===== src/rtl/comparer1_driver.sv =====
// comparer1_driver: one-button self-test for a 1-bit comparator.
// A start request sweeps {a,b} through 00,01,10,11. Each vector is held for
// DWELL cycles, and the lt/eq/gt LEDs are sampled SETTLE cycles after the
// vector is applied. The block records a per-vector fail mask, a pass flag
// for the last sweep and a saturating count of mismatching vectors.
module comparer1_driver #(
  parameter int DWELL  = 4,
  parameter int SETTLE = 2
) (
  input  logic       clk,
  input  logic       rst_n,
  input  logic       start,
  output logic       a,
  output logic       b,
  input  logic       led_lt,
  input  logic       led_eq,
  input  logic       led_gt,
  output logic       busy,
  output logic       done,
  output logic       pass,
  output logic [3:0] fail_mask,
  output logic [7:0] err_cnt
);

  // Hold counter is just wide enough to reach DWELL-1.
  localparam int CW = (DWELL > 1) ? $clog2(DWELL) : 1;
  localparam logic [CW-1:0] SETTLE_C = CW'(SETTLE);
  localparam logic [CW-1:0] LAST_C   = CW'(DWELL - 1);

  typedef enum logic [1:0] {
    IDLE   = 2'd0,
    HOLD   = 2'd1,
    FINISH = 2'd2
  } state_t;

  state_t          state_q, state_d;
  logic [1:0]      vec_q, vec_d;
  logic [CW-1:0]   cnt_q, cnt_d;
  logic            a_q, a_d;
  logic            b_q, b_d;
  logic            busy_q, busy_d;
  logic            done_q, done_d;
  logic            pass_q, pass_d;
  logic [3:0]      fail_mask_q, fail_mask_d;
  logic [7:0]      err_cnt_q, err_cnt_d;

  // Error count stops at 255 instead of wrapping.
  function automatic logic [7:0] sat_inc(input logic [7:0] v);
    return (v == 8'hFF) ? v : v + 8'd1;
  endfunction

  // A vector passes only if all three LEDs match the expected one-hot code.
  function automatic logic vec_mismatch(input logic va, input logic vb,
                                        input logic lt, input logic eq,
                                        input logic gt);
    logic [2:0] expected;
    expected = {~va & vb, ~(va ^ vb), va & ~vb};
    return {lt, eq, gt} != expected;
  endfunction

  // Next-state and output logic for the sweep sequencer.
  always_comb begin
    state_d     = state_q;
    vec_d       = vec_q;
    cnt_d       = cnt_q;
    a_d         = a_q;
    b_d         = b_q;
    busy_d      = busy_q;
    done_d      = 1'b0;
    pass_d      = pass_q;
    fail_mask_d = fail_mask_q;
    err_cnt_d   = err_cnt_q;

    unique case (state_q)
      IDLE: begin
        busy_d = 1'b0;
        if (start) begin
          state_d     = HOLD;
          vec_d       = 2'd0;
          cnt_d       = '0;
          a_d         = 1'b0;
          b_d         = 1'b0;
          busy_d      = 1'b1;
          fail_mask_d = 4'd0;
          pass_d      = 1'b0;
        end
      end

      HOLD: begin
        a_d = vec_q[1];
        b_d = vec_q[0];
        if (cnt_q == SETTLE_C) begin
          if (vec_mismatch(vec_q[1], vec_q[0], led_lt, led_eq, led_gt)) begin
            fail_mask_d[vec_q] = 1'b1;
            err_cnt_d          = sat_inc(err_cnt_q);
          end
        end
        if (cnt_q == LAST_C) begin
          cnt_d = '0;
          if (vec_q != 2'd3) begin
            vec_d = vec_q + 2'd1;
            a_d   = vec_d[1];
            b_d   = vec_d[0];
          end else begin
            // fail_mask_d already includes a comparison made on this same
            // edge, which happens when SETTLE == DWELL-1.
            state_d = FINISH;
            busy_d  = 1'b0;
            done_d  = 1'b1;
            pass_d  = (fail_mask_d == 4'd0);
          end
        end else begin
          cnt_d = cnt_q + 1'b1;
        end
      end

      FINISH: begin
        // A start still held here chains straight into the next sweep.
        if (start) begin
          state_d     = HOLD;
          vec_d       = 2'd0;
          cnt_d       = '0;
          a_d         = 1'b0;
          b_d         = 1'b0;
          busy_d      = 1'b1;
          fail_mask_d = 4'd0;
          pass_d      = 1'b0;
        end else begin
          state_d = IDLE;
        end
      end

      default: begin
        state_d = IDLE;
        busy_d  = 1'b0;
      end
    endcase
  end

  // State and result registers; reset aborts any sweep in progress.
  always_ff @(posedge clk or negedge rst_n) begin
    if (!rst_n) begin
      state_q     <= IDLE;
      vec_q       <= 2'd0;
      cnt_q       <= '0;
      a_q         <= 1'b0;
      b_q         <= 1'b0;
      busy_q      <= 1'b0;
      done_q      <= 1'b0;
      pass_q      <= 1'b0;
      fail_mask_q <= 4'd0;
      err_cnt_q   <= 8'd0;
    end else begin
      state_q     <= state_d;
      vec_q       <= vec_d;
      cnt_q       <= cnt_d;
      a_q         <= a_d;
      b_q         <= b_d;
      busy_q      <= busy_d;
      done_q      <= done_d;
      pass_q      <= pass_d;
      fail_mask_q <= fail_mask_d;
      err_cnt_q   <= err_cnt_d;
    end
  end

  assign a         = a_q;
  assign b         = b_q;
  assign busy      = busy_q;
  assign done      = done_q;
  assign pass      = pass_q;
  assign fail_mask = fail_mask_q;
  assign err_cnt   = err_cnt_q;

endmodule

===== config.mk =====
export PLATFORM = sky130hd
export DESIGN_NAME = comparer1_driver
export DESIGN_NICKNAME = d
export VERILOG_FILES = /design/src/rtl/comparer1_driver.sv
export SDC_FILE = /design/constraint.sdc
export NUM_CORES = 1
export LEC_CHECK = 0
export CORE_MARGIN = 4
export CORE_UTILIZATION = 46
export CTS_CLUSTER_DIAMETER = 40
export DETAILED_ROUTE_END_ITERATION = 8
export PLACE_DENSITY = 0.73
export SYNTH_ARGS = -nofsm -noshare
export SYNTH_HDL_FRONTEND = slang
export SYNTH_SLANG_ARGS = --single-unit
export TNS_END_PERCENT = 50

===== constraint.sdc =====
create_clock -name clk -period 2.15 [get_ports clk]
set_input_delay 0.3225 -clock clk [delete_from_list [all_inputs] [get_ports clk]]
set_output_delay 0.3225 -clock clk [all_outputs]
set_load 0.05 [all_outputs]

After elaboration in Yosys (flattened, before gate mapping)
Cells that the tools add are included.
{ "op_classes": {"addsub": 3, "n_mul": 0, "n_div": 0, "magnitude_cmp": 2, "n_eq_ne": 13, "n_shift": 0, "muxes": 36, "bitwise_logic": 8, "reduce_logical": 11} }
{ "ops": {"columns": ["operator", "count"], "rows": [
  ["1-bit 2-to-1 mux", 16],
  ["4-bit 2-to-1 mux", 4],
  ["2-bit 2-to-1 mux", 7],
  ["2-bit != test, second input constant", 6],
  ["4-bit AND reduction", 3],
  ["8-bit by 1-bit adder with 8-bit output, second input constant", 1],
  ["8-bit equality test, second input constant", 1],
  ["2-bit one-hot mux with 2 select lines", 2],
  ["4-bit one-hot mux with 2 select lines", 1],
  ["2-bit equality test, second input constant", 3],
  ["1-bit one-hot mux with 2 select lines", 3],
  ["2-bit one-hot mux with 3 select lines", 1],
  ["3-bit AND reduction", 2],
  ["2-bit by 1-bit adder with 2-bit output, second input constant", 2],
  ["4-bit logical NOT", 1],
  ["1-bit inverter", 4],
  ["4-bit OR", 1],
  ["2-bit by 3-bit < comparator with 1-bit output, second input constant", 1],
  ["3-bit != test", 1],
  ["1-bit one-hot mux with 3 select lines", 1],
  ["1-bit AND", 2],
  ["1-bit demux with 2-bit select", 1],
  ["2-bit by 1-bit equality test with 1-bit output, second input constant", 1],
  ["2-bit by 1-bit >= comparator with 1-bit output, second input constant", 1],
  ["7 further kinds", 7]
]} }
{ "word_totals": {"reg_bits": 23, "latch_bits": 0, "ram_bits": 0, "rom_bits": 0, "inputBits": 6, "out_inout_bits": 17, "memories": 0} }

Logic depth before layout (Yosys ltp)
{ "depth": {"depth_word": 12, "mapped_depth": 6, "depth_no_buf": 6} }

Least setup slack after synthesis
OpenSTA, ideal clock, no wires.
{ "synth_timing": {"kind": "register -> register", "from": "register vec_q[0]", "to": "register err_cnt_q[4] (netlist: err_cnt[4])", "setup_ns": 0.128, "t_arrival_ns": 1.762, "required_time_ns": 2.022, "path_slack_ns": 0.260, "stages_incl_launch_ff": 7, "path_buffers": 0, "path_cell_list": "dfrtp_1 > inv_1 > ha_1 > xnor2_1 > o31ai_4 > nor3_1 > mux2_1"} }
{ "synth_via": {"elab_chain_len": 4} }
{ "synth_lines": {"columns": ["element", "line_no", "rtl"], "rows": [
  ["from (decl)", "37", "logic [1:0] vec_q, vec_d;"],
  ["from (signal assigned)", "155", "vec_q <= vec_d;"],
  ["1-bit inverter or 1-bit bitwise XOR (tied branches)", "57", "expected = {~va & vb, ~(va ^ vb), va & ~vb};"],
  ["1-bit AND or 1-bit inverter (tied branches)", "57", null],
  ["3-bit != test (*)", "58", "return {lt, eq, gt} != expected;"],
  ["4-bit AND reduction (no source line) (*)", null, null],
  ["to (signal assigned)", "163", "err_cnt_q <= err_cnt_d;"],
  ["to (decl)", "45", "logic [7:0] err_cnt_q, err_cnt_d;"]
]} }
Every way passes the cells marked *; elsewhere a longest branch is shown, timed or not.
A chain may end at the register's enable or synchronous reset.

Worst setup path after layout
{ "layout_timing": {"from": "register vec_q[1]", "to": "register err_cnt_q[4] (netlist: err_cnt[4])"} }
{ "layout_via": {"elab_chain_len": 4} }
{ "layout_lines": {"columns": ["element", "line_no"], "rows": [
  ["1-bit bitwise XOR or 1-bit inverter (tied branches)", "57"],
  ["1-bit inverter or 1-bit AND (tied branches)", "57"],
  ["3-bit != test (*)", "58"],
  ["4-bit AND reduction (no source line) (*)", null]
]} }
Marks and branches as above.

==> flow_metrics.py <==
metrics = {
    "status": {
        "outcome": "finished, final reports clean",
    },
    "timing": {
        "worstMarginPinSlew_ps": 510,
        "period_share_pct": 92.3,
        "setup_viol": 0,
        "rsz0062_at_grt": "false",
        "clock_skew_ps": 1.15,
        "drv_slew": 0,
        "max_slew_margin_pct": 65.9,
        "final.setup.tns_ps": 0,
        "finalHoldViolations": 0,
        "period_needed_ps": 1990,
        "fin_hold_ws_ps": 349,
        "fmax_mhz": 504,
    },
    "floorplan": {
        "row_count": 17,
        "coreArea_sq_um": 2280,
        "boundaryPins": 23,
        "dieArea_sq_um": 3300,
        "initial_utilization_pct": 49.4,
        "chipWidth_um": 57.5,
        "dieHeight_um": 57.5,
    },
    "synthesis": {
        "syn_nets": 113,
        "ys_seq_area_share_pct": 51.2,
        "ys_types": 26,
        "ys_warn_count": 0,
        "synth.ff_latch_count": 23,
        "synth-edff-count": 0,
        "synth_area_sq_um": 1120,
        "synth_area_per_cell_sq_um": 11.5,
        "synthFlopType": "dfrtp_1",
        "synthCells": 98,
        "async_reset_ff_share_pct": 100,
    },
    "detailed_routing": {
        "ant_nets": 0,
        "firstDrtPassIters": 2,
        "viasPerCell": 5.26,
        "via_count": 800,
        "wl_mm": 2.09,
        "drt_iter0_markers": 11,
        "post_drt_wl_per_cell_um": 13.7,
        "route.detailed.drc": 0,
    },
    "cells_and_area": {
        "mostFrequentLayoutCells": "dfrtp_1, clkdlybuf4s50_1, nand2_1",
        "finalNonFillerCells": 152,
        "antenna_cells": 0,
        "num-nets-final": 140,
        "drive_gt1_share_pct": 6.45,
        "syn_to_final_growth_pct": 25.5,
        "final_util_pct": 62.0,
    },
    "clocking": {
        "cts-hold-fix-buffers": 0,
        "insertion_delay_ps": 300,
        "h-tree-depth": 1,
        "post_cts_resized": 0,
        "clk_pin_slew_ps": 120,
        "cts-root-buf": "clkbuf_4",
        "postCtsSetupRepairBufs": 0,
        "clockBufferDepth": 2,
        "numCtsBuffers": 3,
        "cts_tree": "yes",
        "clock-sinks": 23,
    },
    "power": {
        "p_leak_uw": 0.000648,
        "powerDensity_nw_per_um2": 1530,
        "peakVddDrop_mv": 0.955,
    },
    "global_routing": {
        "grt_max_degree": 24,
        "antenna_found_initial": 0,
        "grtUsageTotal_pct": 13.5,
        "gr-total-overflow": 0,
        "grt_pass1_wl_mm": 3.48,
        "grt_pass1_vias": 745,
    },
    "placement": {
        "port_buffers": 22,
        "dp_cells": 148,
        "gp_congestion": 0.729,
        "dp_hpwl_mm": 1.56,
    },
    "critical_path": {
        "cp_max_fo": 9,
        "crit_required_ps": 2350,
        "start_kind": "register",
        "startpoint": "vec_q[1]",
        "r2r-start": "vec_q[1]",
        "r2r_slack_ps": 160,
        "ff2ff_path_depth": 6,
        "critical_path.endpoint_type": "register",
        "crit_arrival_ps": 2190,
        "worstSetupPathType": "reg -> reg",
        "reg2reg_to": "err_cnt[4]",
    },
    "flow_run": {
        "maxCapViolCount": 0,
    },
    "hold_path": {
        "hold_path_class": "in -> async",
    },
}
[worst max-delay path: stages (launching register included)]
cell	delay (ps)
dfrtp_1	440
inv_1	170
ha_1	290
xnor2_1	170
o31ai_4	380
nor3_1	110
mux2_1	320
[stage by stage]
| stage | cell area (sq um) | setup slack (ps) | total power (uW) |
|---|---|---|---|
| CTS | 1410 | 81.2 | 2180 |
| finish | 1410 | 165 | 2160 |
| global placement | 1380 | 182 | 1950 |
| floorplan | 1120 | 260 | 1610 |
| global route | 1410 | 18.8 | 2320 |
| detailed placement | 1380 | 98.3 | 1980 |
[cell families (layout without fill, tap and decap cells)]
family / count (synthesis) / in the layout / share of synthesized area, %
and+or+nand+nor: 33 / 33 / 15.5
buffers and inverters: 5 / 31 / 1.67
muxes: 5 / 5 / 5.01
adders and majority gates: 9 / 9 / 10.0
xor gates and xnor gates: 9 / 9 / 7.01
AOI/OAI and AO/OA: 14 / 14 / 9.68
DFF: 23 / 23 / 51.2
[power by group]
| group | leakage [uW] | total, uW | switching [uW] | internal (uW) |
|---|---|---|---|---|
| clock | 0.0000150 | 195 | 123 | 72.3 |
| combinational | 0.000341 | 1230 | 775 | 455 |
| sequential | 0.000292 | 736 | 144 | 592 |
[cells in the mapped netlist (2+ instances only)]
cell type	number	area [sq um]
o21ai_0	6	30.0
nand2b_1	2	12.5
nand4_1	2	12.5
a22o_1	6	52.6
nand3_1	3	15.0
xor2_1	8	70.1
and3_1	2	12.5
and2_1	2	12.5
nor3_1	3	15.0
nor4_1	4	25.0
dfrtp_1	23	576
mux2i_1	3	30.0
inv_1	4	15.0
ha_1	9	113
nand2_1	10	37.5
[final cells by class]
type	instances	area, sq um
Fill cell	190	865
Sequential cell	23	577
Multi-Input combinational cell	70	531
Timing Repair Buffer	23	228
Tap cell	28	35.0
Clock buffer	4	26.3
Inverter	4	15.0
[layer usage]
metal / up-vias / global-route usage, % / routed length (um)
met1: 382 / 18.0 / 970
met3: 4 / 2.94 / 112
li1: 392 / - / -
met4: 0 / 5.96 / 24
met2: 22 / 21.1 / 981
met5: - / 0 / 0
[registers in the layout (all words and copies together), names as in the netlist]
name	count
a	1
pass	1
state_q	2
err_cnt	8
done	1
cnt_q	2
b	1
fail_mask	4
busy	1
vec_q	2
[how the worst max path moves through the flow]
stage	to	cells past startpoint	slack, ps
after detailed placement	err_cnt[4]	6	100
after CTS	err_cnt[4]	6	80
final	err_cnt[4]	6	160
after floorplan	err_cnt[4]	6	260
after global placement	err_cnt[4]	6	180
after global routing	err_cnt[4]	6	20
Note: power is estimated with default switching activity, not from simulation.
==> variant (same settings) <==
Change the parameter `DWELL` from 4 to 8.
--- a/src/rtl/comparer1_driver.sv
+++ b/src/rtl/comparer1_driver.sv
@@ -6,3 +6,3 @@
 module comparer1_driver #(
-  parameter int DWELL  = 4,
+  parameter int DWELL  = 8,
   parameter int SETTLE = 2
Behaviour: not the same (a bounded check fails within 10 cycles, from zero or initial values and one cycle with rst_n low).
==> variant against the unedited design <==
Sequential cell count increased by 1. Critical path depth unchanged. Combinational power is 7% lower. Final area up 5.9%. Die area up 5.3%. Total power shrank 1.3%. Clock skew up 0.0046 ns. Area after synthesis is 6.1% higher. Setup slack improved by 0.010 ns. Routed wire length is 11% higher. Critical endpoint is now err_cnt[1]$_DFFE_PN0P_.
==> variant: results (changes against the unedited design) <==
[cells_and_area]
drive_above_1_share_pct=7.41  ; +0.96 points
nClkBuffers=4  ; unchanged
largest_reg_flops=8  ; unchanged
antennaDiodeCount=0  ; unchanged
num-nonclk-inverters=3  ; -1
seq-cell-share_pct=40.2  ; -0.70 points
layout.nonclk_buf_share_pct=16.2  ; +0.10 points
final_core_util_pct=60.4  ; -1.7 points
post_layout_nonfiller_instances=165  ; +8.6%
final-clk-cell-share_pct=2.43  ; +0.57 points
num-nonclk-buffers=25  ; +8.7%
final_nets=152  ; +8.6%
fillCellCount=215  ; +13%
num-multi-input-gates=79  ; +13%
multi_input_area_um2=567  ; +6.8%

[sta]
clock_skew_ns=0.00576  ; +0.00460 ns
worstMarginPinSlew_ns=0.502  ; -0.00821 ns

[grt]
grt_util_all_layers_pct=15.2  ; +1.6 points
grt_pass1_vias=848  ; +14%
grt_start_max_net_pins=25  ; +4.2%
antenna_found_initial=0  ; unchanged
grt_pass1_wl_mm=3.92  ; +13%

[synthesis]
synth_cell_types=28  ; +7.7%
ys_async_sr_fraction_pct=100  ; unchanged
seq_area_frac_synth_pct=50.3  ; -0.85 points
avgSynthCellArea_um2=11.1  ; -3.7%
syn_nets=124  ; +9.7%
synthTopCellsByCount=dfrtp_1, ha_1, nor2_1
synth_warnings=0  ; unchanged
synthTopCellsByArea=dfrtp_1, ha_1, xnor2_1

[clock_network]
clk_pin_slew_ns=0.13
root_buffer=clkbuf_4
postCtsSetupRepairBufs=0  ; unchanged
clock_sinks=24  ; +4.3%
cts_buffers=3  ; unchanged
h-tree-depth=1  ; unchanged
clockBufferDepth=2  ; unchanged

[placement]
dp_hpwl_mm=1.77  ; +13%
place_area_um2=1460  ; +5.4%
dp_cells=161  ; +8.8%
pre_cts_ws_ns=0.177  ; +0.0786 ns
place.gp.congestion=0.780  ; +7.0%
io_buffers=22  ; unchanged

[worst_setup_path]
cp_slowest_cell=dfrtp_1
crit_path_max_incr_delay_ns=0.44  ; about the same
path_max_fanout=6  ; -3
worstRegToRegCells=6  ; unchanged
arrival_ns=2.19  ; about the same

[route]
vias_per_cell=5.33  ; +1.2%
wl_per_cell_um=14.1  ; +2.3%
dr.pass1.iters=4  ; +2
drt_iter0_markers=26  ; +15

[power_and_ir_drop]
p_int_w=0.00115  ; +3.0%
peakVddDrop_v=0.000929  ; -2.7%
powerSeq_w=0.000752  ; +2%
clockPowerShare_pct=11.2  ; +2.2 points
combPwrFrac_pct=53.5  ; -3.4 points
p_leak_nw=0.685  ; +5.7%

[min_path]
hp-class=in2async

[run_status]
outcome=complete, no violations

## variant: cell count changes in the layout (fill, tap and decap cells not counted), sizes merged, moves of 4 or more
cell | before | now
xnor2 | 1 | 9
xor2 | 8 | 2
a21oi | 0 | 5
nor2 | 2 | 10
a22o | 6 | 2
nand2 | 10 | 6
## variant: cell families after synthesis
group                      count (synthesis)  share of synthesized area (%)
adders and majority gates                 10                           10.5
and+or+nand+nor                           38                           17.1
xor gates and xnor gates                  11                           8.07
muxes                                      3                           2.62
AOI/OAI and AO/OA                         17                           9.22
DFF                                       24                           50.3
buffers and inverters                      5                           2.20
## variant: final timing paths
| check | from | endpoint | slack, ns |
|---|---|---|---|
| worst min-delay path | rst_n | a$_DFFE_PN0P_ | 0.34 |
| min in group clk | a$_DFFE_PN0P_ | a$_DFFE_PN0P_ | 0.51 |
| worst max-delay path | vec_q[0]$_DFFE_PN0P_ | err_cnt[1]$_DFFE_PN0P_ | 0.18 |
| worst min register to register | a$_DFFE_PN0P_ | a$_DFFE_PN0P_ | 0.51 |
| worst max register to register | vec_q[0]$_DFFE_PN0P_ | err_cnt[1]$_DFFE_PN0P_ | 0.18 |
| max in group asynchronous | rst_n | err_cnt[3]$_DFFE_PN0P_ | 1.57 |
## variant: worst register-to-register path, cell delays in order, from the launching register on
cell	delay, ns
dfrtp_1	0.44
inv_1	0.19
ha_1	0.29
xnor2_1	0.15
o311a_1	0.35
nand2_1	0.10
mux2_2	0.35
## variant: layer usage
layer	vias to the layer above	global-route usage (%)	part of all wire, %
li1	431	-	-
met5	-	0	0
met1	426	21.4	48
met4	0	6.80	1.6
met3	5	2.19	3.4
met2	17	23.0	46
